File: src/rtl/cpu_pkg.sv
// Shared CPU constants used by the fetch front end.
//   DefAddrW  : default PC / instruction-memory address width
//   DefInstrW : default instruction word width
//   DefResetPc: default fetch address after reset
package cpu_pkg;

  localparam int unsigned DefAddrW  = 16;
  localparam int unsigned DefInstrW = 16;
  localparam logic [DefAddrW-1:0] DefResetPc = 16'h0000;

  // Width of an occupancy counter that can represent 0..depth inclusive.
  function automatic int unsigned cnt_width(input int unsigned depth);
    return $clog2(depth) + 1;
  endfunction

endpackage

File: src/rtl/fetch_fifo.sv
// Generic synchronous FIFO with a registered head output.
//   clk, rst  : clock, asynchronous active-high reset
//   push_i    : write wdata_i at the tail
//   pop_i     : drop the head entry (ignored when empty)
//   clear_i   : empty the FIFO; wins over push and pop
//   wdata_i   : tail write data
//   rdata_o   : head entry; holds its last value while empty
//   valid_o   : FIFO not empty
//   count_o   : occupied entries (0..Depth)
module fetch_fifo #(
  parameter int unsigned Width = 32,
  parameter int unsigned Depth = 4
) (
  input  logic                     clk,
  input  logic                     rst,
  input  logic                     push_i,
  input  logic                     pop_i,
  input  logic                     clear_i,
  input  logic [Width-1:0]         wdata_i,
  output logic [Width-1:0]         rdata_o,
  output logic                     valid_o,
  output logic [$clog2(Depth):0]   count_o
);

  localparam int unsigned PtrW = $clog2(Depth);

  logic [Width-1:0] mem_q [Depth];
  logic [PtrW:0]    wr_q, wr_d, rd_q, rd_d;
  logic [Width-1:0] head_q, head_d;
  logic             empty, full, push_eff, pop_eff;

  // Pointers carry one extra wrap bit so full and empty are distinguishable.
  assign count_o  = wr_q - rd_q;
  assign empty    = (count_o == '0);
  assign full     = (count_o == (PtrW+1)'(Depth));
  assign push_eff = push_i && !clear_i;
  assign pop_eff  = pop_i && !empty && !clear_i;

  assign valid_o = !empty;
  assign rdata_o = head_q;

  always_comb begin
    wr_d   = wr_q;
    rd_d   = rd_q;
    head_d = head_q;
    if (clear_i) begin
      wr_d = '0;
      rd_d = '0;
    end else begin
      if (push_eff) wr_d = wr_q + (PtrW+1)'(1);
      if (pop_eff)  rd_d = rd_q + (PtrW+1)'(1);
      // head_q mirrors mem_q[rd_q] while non-empty; an entry being written this
      // edge is not in the array yet, so it is forwarded from wdata_i.
      if (pop_eff) begin
        if (count_o == (PtrW+1)'(1)) begin
          if (push_eff) head_d = wdata_i;
        end else begin
          head_d = mem_q[rd_d[PtrW-1:0]];
        end
      end else if (empty && push_eff) begin
        head_d = wdata_i;
      end
    end
  end

  always_ff @(posedge clk or posedge rst) begin
    if (rst) begin
      wr_q   <= '0;
      rd_q   <= '0;
      head_q <= '0;
    end else begin
      wr_q   <= wr_d;
      rd_q   <= rd_d;
      head_q <= head_d;
    end
  end

  always_ff @(posedge clk) begin
    if (push_eff) mem_q[wr_q[PtrW-1:0]] <= wdata_i;
  end

`ifndef SYNTHESIS
  always @(posedge clk) begin
    if (!rst) begin
      assert (!(push_eff && full && !pop_eff))
        else $error("fetch_fifo: push into a full FIFO");
    end
  end
`endif

endmodule

File: src/rtl/fetch_queue.sv
// Instruction-fetch front end: PC register, incrementer, single-outstanding
// memory reader and a prefetch FIFO towards decode.
//   clk, rst      : clock, asynchronous active-high reset
//   mem_addr      : fetch address (current fetch PC)
//   mem_req       : fetch request this cycle
//   mem_grant     : memory port granted (0 = taken by a data access)
//   mem_rdata     : read data, valid the cycle after a granted request
//   redirect      : taken branch/jump; flush queue and refetch
//   redirect_pc   : new fetch address
//   deq           : decoder consumes head entry
//   out_valid     : head entry valid
//   out_ir/out_pc : head instruction and its address
//   count         : occupied FIFO entries
module fetch_queue
  import cpu_pkg::*;
#(
  parameter int unsigned       ADDR_W   = DefAddrW,
  parameter int unsigned       INSTR_W  = DefInstrW,
  parameter int unsigned       DEPTH    = 4,
  parameter logic [ADDR_W-1:0] RESET_PC = ADDR_W'(DefResetPc)
) (
  input  logic                     clk,
  input  logic                     rst,
  output logic [ADDR_W-1:0]        mem_addr,
  output logic                     mem_req,
  input  logic                     mem_grant,
  input  logic [INSTR_W-1:0]       mem_rdata,
  input  logic                     redirect,
  input  logic [ADDR_W-1:0]        redirect_pc,
  input  logic                     deq,
  output logic                     out_valid,
  output logic [INSTR_W-1:0]       out_ir,
  output logic [ADDR_W-1:0]        out_pc,
  output logic [$clog2(DEPTH):0]   count
);

  localparam int unsigned CntW = cnt_width(DEPTH);
  localparam int unsigned EntW = ADDR_W + INSTR_W;

  logic [ADDR_W-1:0] fetch_pc_q, fetch_pc_d;
  logic [ADDR_W-1:0] pend_pc_q, pend_pc_d;
  logic              inflight_q, inflight_d;
  logic              epoch_q, epoch_d;
  logic              req_epoch_q, req_epoch_d;

  logic [CntW:0]     occupancy;
  logic              grant, push, pop;
  logic [EntW-1:0]   fifo_wdata, fifo_rdata;

  // Reserve a slot for the outstanding response; a same-cycle deq is not
  // credited so the request path never depends on the decoder.
  assign occupancy = {1'b0, count} + {{CntW{1'b0}}, inflight_q};
  assign mem_req   = !rst && !redirect && (occupancy < (CntW+1)'(DEPTH));
  assign mem_addr  = fetch_pc_q;
  assign grant     = mem_req && mem_grant;

  // A response tagged with a stale epoch belongs to a flushed path.
  assign push = inflight_q && (req_epoch_q == epoch_q) && !redirect;
  assign pop  = deq && !redirect;

  always_comb begin
    fetch_pc_d  = fetch_pc_q;
    pend_pc_d   = pend_pc_q;
    inflight_d  = grant;
    epoch_d     = epoch_q;
    req_epoch_d = req_epoch_q;
    if (redirect) begin
      fetch_pc_d = redirect_pc;
      epoch_d    = !epoch_q;
    end else if (grant) begin
      fetch_pc_d  = fetch_pc_q + ADDR_W'(1);
      pend_pc_d   = fetch_pc_q;
      req_epoch_d = epoch_q;
    end
  end

  always_ff @(posedge clk or posedge rst) begin
    if (rst) begin
      fetch_pc_q  <= RESET_PC;
      pend_pc_q   <= '0;
      inflight_q  <= 1'b0;
      epoch_q     <= 1'b0;
      req_epoch_q <= 1'b0;
    end else begin
      fetch_pc_q  <= fetch_pc_d;
      pend_pc_q   <= pend_pc_d;
      inflight_q  <= inflight_d;
      epoch_q     <= epoch_d;
      req_epoch_q <= req_epoch_d;
    end
  end

  assign fifo_wdata = {mem_rdata, pend_pc_q};

  fetch_fifo #(
    .Width (EntW),
    .Depth (DEPTH)
  ) u_fifo (
    .clk     (clk),
    .rst     (rst),
    .push_i  (push),
    .pop_i   (pop),
    .clear_i (redirect),
    .wdata_i (fifo_wdata),
    .rdata_o (fifo_rdata),
    .valid_o (out_valid),
    .count_o (count)
  );

  assign out_pc = fifo_rdata[ADDR_W-1:0];
  assign out_ir = fifo_rdata[ADDR_W +: INSTR_W];

endmodule

File: config.mk
export PLATFORM = sky130hd
export DESIGN_NAME = fetch_queue
export DESIGN_NICKNAME = d
export VERILOG_FILES = /design/src/rtl/cpu_pkg.sv /design/src/rtl/fetch_fifo.sv /design/src/rtl/fetch_queue.sv
export SDC_FILE = /design/constraint.sdc
export NUM_CORES = 1
export LEC_CHECK = 0
export ABC_AREA = 1
export BUFFER_PORTS_ARGS = -buffer_cell sky130_fd_sc_hd__buf_2
export CORE_UTILIZATION = 50
export DETAILED_ROUTE_END_ITERATION = 10
export PLACE_DENSITY = 0.73
export SYNTH_ARGS = -nofsm -noshare
export SYNTH_HDL_FRONTEND = slang
export SYNTH_SLANG_ARGS = --single-unit
File: constraint.sdc
create_clock -name clk -period 4 [get_ports clk]
set_clock_uncertainty 0.2 [all_clocks]
set_input_delay 0.8 -clock clk [delete_from_list [all_inputs] [get_ports clk]]
set_output_delay 0.8 -clock clk [all_outputs]
set_load 0.01 [all_outputs]
# Word level (Yosys, flattened, before mapping)
# Memory sizes are Yosys's and may differ from the RTL's.
# Cells that the tools add are included.
dict set report totals {
  reg_bits 73
  output_inout_bits 53
  elab_cells 54
  mem_count 1
  ram_bits 128
}
dict set report classes {
  eq_ne 3
  magnitude_cmp 1
  n_bitwise 1
  n_reduce_logical 21
  n_mux 13
  addsub 5
}
# name words width rd rd_ports_with_merged_regs wr line_no
set memory_table {}
lappend memory_table {u_fifo.mem_q 4 32 1 0 1 fetch_fifo.sv:27} ;# logic [Width-1:0] mem_q [Depth];
# operator n
set op_table {}
lappend op_table {{$mux W32} 4}
lappend op_table {{$mux W16} 2}
lappend op_table {{$add A16 B1 Y16 const B} 1}
lappend op_table {{$mux W3} 5}
lappend op_table {{$logic_and A1 B1 Y1} 10}
lappend op_table {{$reduce_bool A2 Y1} 4}
lappend op_table {{$add A3 B1 Y3 const B} 2}
lappend op_table {{$add A3 B1 Y4} 1}
lappend op_table {{$logic_not A1 Y1} 4}
lappend op_table {{$lt A4 B3 Y1 const B} 1}
lappend op_table {{$eq A3 B1 Y1 const B} 1}
lappend op_table {{$logic_not A3 Y1} 1}
lappend op_table {{$ne A3 B2 Y1 const B} 1}
lappend op_table {{$reduce_and A3 Y1} 1}
lappend op_table {{$sub A3 B3 Y3} 1}
lappend op_table {{$mux W1} 2}
lappend op_table {{$reduce_and A2 Y1} 1}
lappend op_table {{$eq A1 B1 Y1} 1}
lappend op_table {{$not A1 Y1} 1}

# Logic depth before layout (Yosys ltp)
# An unclocked memory read counts as a cell.
dict set report logic_depth {
  word_depth 10
  mapped_depth 15
}

# Cells and area by module
# From an unflattened synthesis, not the netlist that was laid out.
dict set report hier_totals {
  hier_cells 980
  hier_area_um2 9446.6
}
# module area_per_inst_um2 instances cells_per_inst
set by_module_without_submodules {}
lappend by_module_without_submodules {fetch_fifo 7553.5 1 723}
lappend by_module_without_submodules {fetch_queue 1893.1 1 257}

# Worst setup path before layout
# OpenSTA, ideal clock, no wires.
dict set report synth_path {
  kind {in2out}
  start {input rst}
  end {output mem_req}
  path_stages 5
  slack_ps 226
  path_buffers 0
  arrival_ps 2774
  cell_sequence {inv_1 -> nand2_1 -> a31oi_1 -> nand2_1 -> inv_2}
}
dict set report synth_via {
  elab_chain_cells 3
}
# item line_no
set synth_rtl {}
lappend synth_rtl {{from (decl)} fetch_queue.sv:23} ;# input logic rst,
lappend synth_rtl {{$logic_not A1 Y1 (no source line)} n/a}
lappend synth_rtl {{$logic_and A1 B1 Y1 (2 in series)} fetch_queue.sv:53} ;# assign mem_req = !rst && !redirect && (occupancy < (CntW+1)'(DEPTH));
lappend synth_rtl {{to (decl)} fetch_queue.sv:25} ;# output logic mem_req,
# No other way between the ends.

# Worst setup path in the final report
dict set report layout_path {
  start {register u_fifo.wr_q[0]}
  end {register u_fifo.head_q[15] (netlist: u_fifo.rdata_o[15])}
}
dict set report layout_via {
  elab_chain_cells 10
  word_cells_on_any_way 15
  cone_classes {add/sub (1); eq/ne (2); mux (4); reduce/logical (7); memory (1)}
}
# item line_no
set layout_rtl {}
lappend layout_rtl {{from (decl)} fetch_fifo.sv:28} ;# logic [PtrW:0] wr_q, wr_d, rd_q, rd_d;
lappend layout_rtl {{from (signal assigned)} fetch_fifo.sv:72} ;# wr_q <= wr_d;
lappend layout_rtl {{$sub A3 B3 Y3 (*)} fetch_fifo.sv:33} ;# assign count_o = wr_q - rd_q;
lappend layout_rtl {{$logic_not A3 Y1} fetch_fifo.sv:34} ;# assign empty = (count_o == '0);
lappend layout_rtl {{$logic_not A1 Y1} fetch_fifo.sv:37} ;# assign pop_eff = pop_i && !empty && !clear_i;
lappend layout_rtl {{$logic_and A1 B1 Y1 (2 in series)} fetch_fifo.sv:37}
lappend layout_rtl {{$mux W3} fetch_fifo.sv:51} ;# if (pop_eff) rd_d = rd_q + (PtrW+1)'(1);
lappend layout_rtl {{$mux W3} fetch_fifo.sv:46} ;# if (clear_i) begin
lappend layout_rtl {{$mem_v2 Z4 W32} n/a}
lappend layout_rtl {{$mux W32} fetch_fifo.sv:55} ;# if (count_o == (PtrW+1)'(1)) begin
lappend layout_rtl {{$mux W32} fetch_fifo.sv:54} ;# if (pop_eff) begin
lappend layout_rtl {{to (signal assigned)} fetch_fifo.sv:70} ;# head_q <= '0;
lappend layout_rtl {{to (signal assigned)} fetch_fifo.sv:74} ;# head_q <= head_d;
lappend layout_rtl {{to (decl)} fetch_fifo.sv:29} ;# logic [Width-1:0] head_q, head_d;
# Mark *: on every way between the ends. The rest lies on a longest branch, timed or not. The select of a mux whose other input is x is not followed.
# A chain may end at the register's enable or synchronous reset.

==> flow_summary.rst <==
.. list-table::
   :header-rows: 1

   * - Metric
     - Value
   * - Sequential share of the synthesized area
     - 0.614
   * - Netlist Area Pre-Place
     - 0.00924 mm²
   * - CTS Sinks
     - roughly 200
   * - Mapped Nets
     - around 1000
   * - Post-synthesis compound-gate area fraction
     - 0.0282
   * - Switching power as a share of total power
     - 0.354
   * - Top cell types by occurrence after synthesis
     - sky130_fd_sc_hd__nand3_1 (207), sky130_fd_sc_hd__nand2_1 (204), sky130_fd_sc_hd__inv_1 (168), sky130_fd_sc_hd__edfxtp_1 (128), sky130_fd_sc_hd__dfrtp_1 (73)
   * - Most area-hungry cell type in the Yosys netlist
     - sky130_fd_sc_hd__edfxtp_1
   * - Total count of hold-check failures in the final report
     - 0
   * - Xor-xnor portion of the synthesized cell area
     - 0.0152
   * - Effective utilization at floorplan
     - 0.513
   * - Routed length per placed instance
     - roughly 16 µm
   * - Combinational family with the most area after synthesis
     - simple AND/OR/NAND/NOR gates
   * - Met1 Use GR
     - 0.309
   * - Highest Clock Rate
     - around 310 MHz
   * - Slew at the pin closest to its max-slew limit
     - around 1 ns
   * - Primary FF master, synth
     - sky130_fd_sc_hd__edfxtp_1
   * - Minimum period implied by the final worst setup slack
     - ~3.2 ns
   * - Maximum single-stage delay on the critical path
     - 0.72 ns
   * - Share of the clock period used by the worst path
     - 0.811
   * - CTS Root Cell
     - sky130_fd_sc_hd__clkbuf_16
   * - Total buffers and inverters traversed by the critical path
     - 2
   * - Number of nets in the layout
     - about 1100
   * - Top Ports
     - 90
   * - Outcome
     - completed
   * - Synth top area cells
     - sky130_fd_sc_hd__edfxtp_1 (42%), sky130_fd_sc_hd__dfrtp_1 (20%), sky130_fd_sc_hd__nand3_1 (11%), sky130_fd_sc_hd__nand2_1 (8.3%), sky130_fd_sc_hd__inv_1 (6.8%)
   * - Met2 track demand over resource
     - 0.379
   * - Antenna cell count
     - 0
   * - TritonRoute pass-1 iters
     - 5
   * - Number of nets with antenna violations after detailed routing
     - 0
   * - Proportion of layout cells with a drive suffix above 1
     - 0.143
   * - GRT overflow
     - 0
   * - Post-CTS setup buffer count
     - 0
   * - Count of synthesis-stage warnings from yosys
     - 0
   * - Clock tree from TritonCTS
     - yes
   * - Relative slew slack
     - 0.315
   * - Total of endpoints with negative setup slack in the final report
     - 0
   * - RSZ-0062 raised after global routing
     - false
   * - Post-Synthesis Mean Instance Area
     - 9.45 µm²
   * - Data required, critical path
     - around 4.2 ns
   * - Number of distinct library cell variants in the gate-level netlist after synthesis
     - 30
   * - H-tree depth reported by CTS
     - 1
   * - Worst-case vdd ir drop
     - about 0.34 mV
   * - Critical path fanouts, max
     - 32
   * - Crit path cell chain
     - inv_1 -> ha_1 -> fa_1 -> nand2_1 -> inv_1 -> nand3_2 -> nand3_2 -> nand2_2 -> nand2_1 -> nand3_1 -> nand3_1 -> nand2_1 -> nand2_1
   * - Dominant cell type by count on the critical path
     - sky130_fd_sc_hd__nand2_1
   * - Buffer depth of the longest clock path
     - 3
   * - Portion of netlist area occupied by mux cells
     - 0
   * - Post-Synth Adder-Cell Area
     - 0.0116
   * - Share of the synthesized area in the top cell type
     - 0.416
   * - Clock latency on the worst-skew pair
     - 0.50 ns
   * - Area of all placed cells without fillers
     - approximately 0.011 mm²
   * - Portion of total power attributed to the clock network
     - 0.279
   * - Critical path class
     - flop to flop
   * - Post-CTS Hold Fix Bufs
     - 0
   * - First-pass GRT wire length
     - around 33 mm
   * - Internal
     - 4410 µW
   * - DIE AREA
     - 0.0190 mm²
   * - Routing usage on met3
     - 0.0333
   * - # Max-Cap Violations
     - 0
   * - Total number of placement rows
     - a little under 50
   * - Dpl cell area
     - 0.00984 mm²
   * - Vias in the first global route
     - 6619
   * - DP Wirelength
     - between 10 and 15 mm
   * - Average vias per placed instance
     - around 5.3
   * - Crit path capture type
     - flop
   * - Startpoint Class
     - flop
   * - Master of the slowest instance on the critical path
     - sky130_fd_sc_hd__nand2_2
   * - Reg2reg setup slack
     - between 0.7 and 0.8 ns
   * - All-layer global routing usage
     - 0.228
   * - Area of the placeable core
     - roughly 0.018 mm²
   * - Clock transition at path regs
     - roughly 0.06 ns
   * - Worst Path Arrival
     - roughly 3.4 ns
   * - Path class of the lowest-slack min-delay path
     - flop to flop
   * - Category of cells accounting for the largest share of critical-path delay
     - simple AND/OR/NAND/NOR gates
   * - Sw power
     - 2420 µW
   * - Final weighted congestion in routability-driven placement
     - about 0.9
   * - Vias
     - ~6900
   * - Fraction of registers with async set/reset
     - 0.363
   * - Area growth from synthesis to layout
     - 13.8%
   * - Sequential power share
     - 0.421
   * - Pin count of the biggest net entering global routing
     - 74
   * - Drt drc
     - 0
   * - Iter 0 DRT Violations
     - about 600
   * - Port Buf Inserts
     - 89
   * - Resized cells post-CTS
     - 0
   * - Number of enable flip-flop cells after synthesis
     - between 100 and 150
   * - Die X-Extent
     - around 140 µm
   * - Max-slew violation total from the final report
     - 0
   * - Setup TNS
     - 0 ns
   * - Most common cell in the synthesized netlist
     - sky130_fd_sc_hd__nand3_1
   * - Routed wire length
     - between 20 and 25 mm
   * - Number of buffers created by CTS
     - 22
   * - Area fraction in and, or, nand and nor cells after synthesis
     - 0.232
   * - GRT busiest layer
     - met2
   * - Die Ht
     - around 140 µm
   * - Total power divided by cell area
     - between 600 and 700 mW/mm²
   * - Count of mapped cells out of synthesis
     - 978
   * - Flip-flop and latch count after synthesis
     - between 200 and 250
   * - Number of antenna violations at the first check in global routing
     - 0
   * - Leak Pwr
     - between 0.004 and 0.005 µW
   * - Combinational power share
     - 0.300
[per-layer routing]
| metal | part of all wire | routed length [µm] | vias to the layer above |
|---|---|---|---|
| li1 | - | - | 3327 |
| met1 | 0.44 | 9090 | 3258 |
| met2 | 0.48 | 9910 | 230 |
| met3 | 0.063 | 1300 | 35 |
| met4 | 0.018 | 372 | 0 |
| met5 | 0 | 0 | - |
[kinds of logic (layout without fill, tap and decap cells)]
kind of cell    count (synthesis)  count (layout)
xor+xnor                       16              16
buf+inv                       219             314
fa+ha+maj                       8               8
simple gates                  491             491
compound gates                 43              43
flops                         201             201
[final cells by class]
class | instances | area [µm²]
Fill cell | 1502 | 7510
Sequential cell | 201 | 5670
Multi-Input combinational cell | 558 | 2660
Clock buffer | 34 | 647
Inverter | 171 | 643
Timing Repair Buffer | 103 | 576
Tap cell | 229 | 287
Clock inverter | 6 | 36.3
[through the flow]
stage                     setup WS (ns)  total power (µW)  hold WS [ns]  utilization  cells
after floorplan                   0.226              4300         0.255            -    978
final                             0.755              6830         0.273        0.584   1302
after global routing              0.429              7240         0.296        0.584   1302
after global placement            0.810              4920         0.257        0.546   1262
after CTS                         0.708              6870         0.277        0.584   1302
after detailed placement          0.731              4970         0.261        0.546   1262
[worst min-delay path, cell delays in order (launching register included)]
cell and delay, ns:
sky130_fd_sc_hd__dfrtp_1 0.34, sky130_fd_sc_hd__nand2_1 0.05, sky130_fd_sc_hd__nand2_1 0.05
[sequential cells by signal (all words and copies together), names as in the netlist]
name            flops
epoch_q             1
u_fifo.rd_q         3
u_fifo.rdata_o     32
inflight_q          1
u_fifo.mem_q      128
req_epoch_q         1
u_fifo.wr_q         3
mem_addr           16
pend_pc_q          16
[path summary, 6_finish.rpt]
path,startpoint,end,cells past startpoint
worst max-delay path,u_fifo.wr_q[0]$_DFFE_PP0P_,u_fifo.rdata_o[15]$_DFFE_PP0P_,13
worst min-delay path,u_fifo.rdata_o[18]$_DFFE_PP0P_,u_fifo.rdata_o[18]$_DFFE_PP0P_,2
worst max register to register,u_fifo.wr_q[0]$_DFFE_PP0P_,u_fifo.rdata_o[15]$_DFFE_PP0P_,13
worst min register to register,u_fifo.rdata_o[18]$_DFFE_PP0P_,u_fifo.rdata_o[18]$_DFFE_PP0P_,2
max in group asynchronous,rst,u_fifo.rdata_o[23]$_DFFE_PP0P_,3
min in group asynchronous,rst,u_fifo.wr_q[2]$_DFFE_PP0P_,3
[layout by cell type (no fill, tap or decap), types with 9 or more instances in the layout]
cell and count:
sky130_fd_sc_hd__clkbuf_16 23, sky130_fd_sc_hd__buf_2 89, sky130_fd_sc_hd__a21oi_1 9, sky130_fd_sc_hd__nand2_1 204
sky130_fd_sc_hd__dfrtp_1 73, sky130_fd_sc_hd__nand3_1 207, sky130_fd_sc_hd__buf_4 12, sky130_fd_sc_hd__edfxtp_1 128
sky130_fd_sc_hd__nor2_1 63, sky130_fd_sc_hd__o21ai_0 22, sky130_fd_sc_hd__xor2_1 11, sky130_fd_sc_hd__inv_1 167
[power groups by stage]
stage                     clock, µW  combinational (µW)  sequential, µW
after global placement            0                2010            2900
after floorplan                   0                1390            2910
after detailed placement          0                2050            2910
after global routing           2010                2320            2920
after CTS                      1930                2070            2870
final                          1900                2050            2880
(Power assumes the default switching activity.)
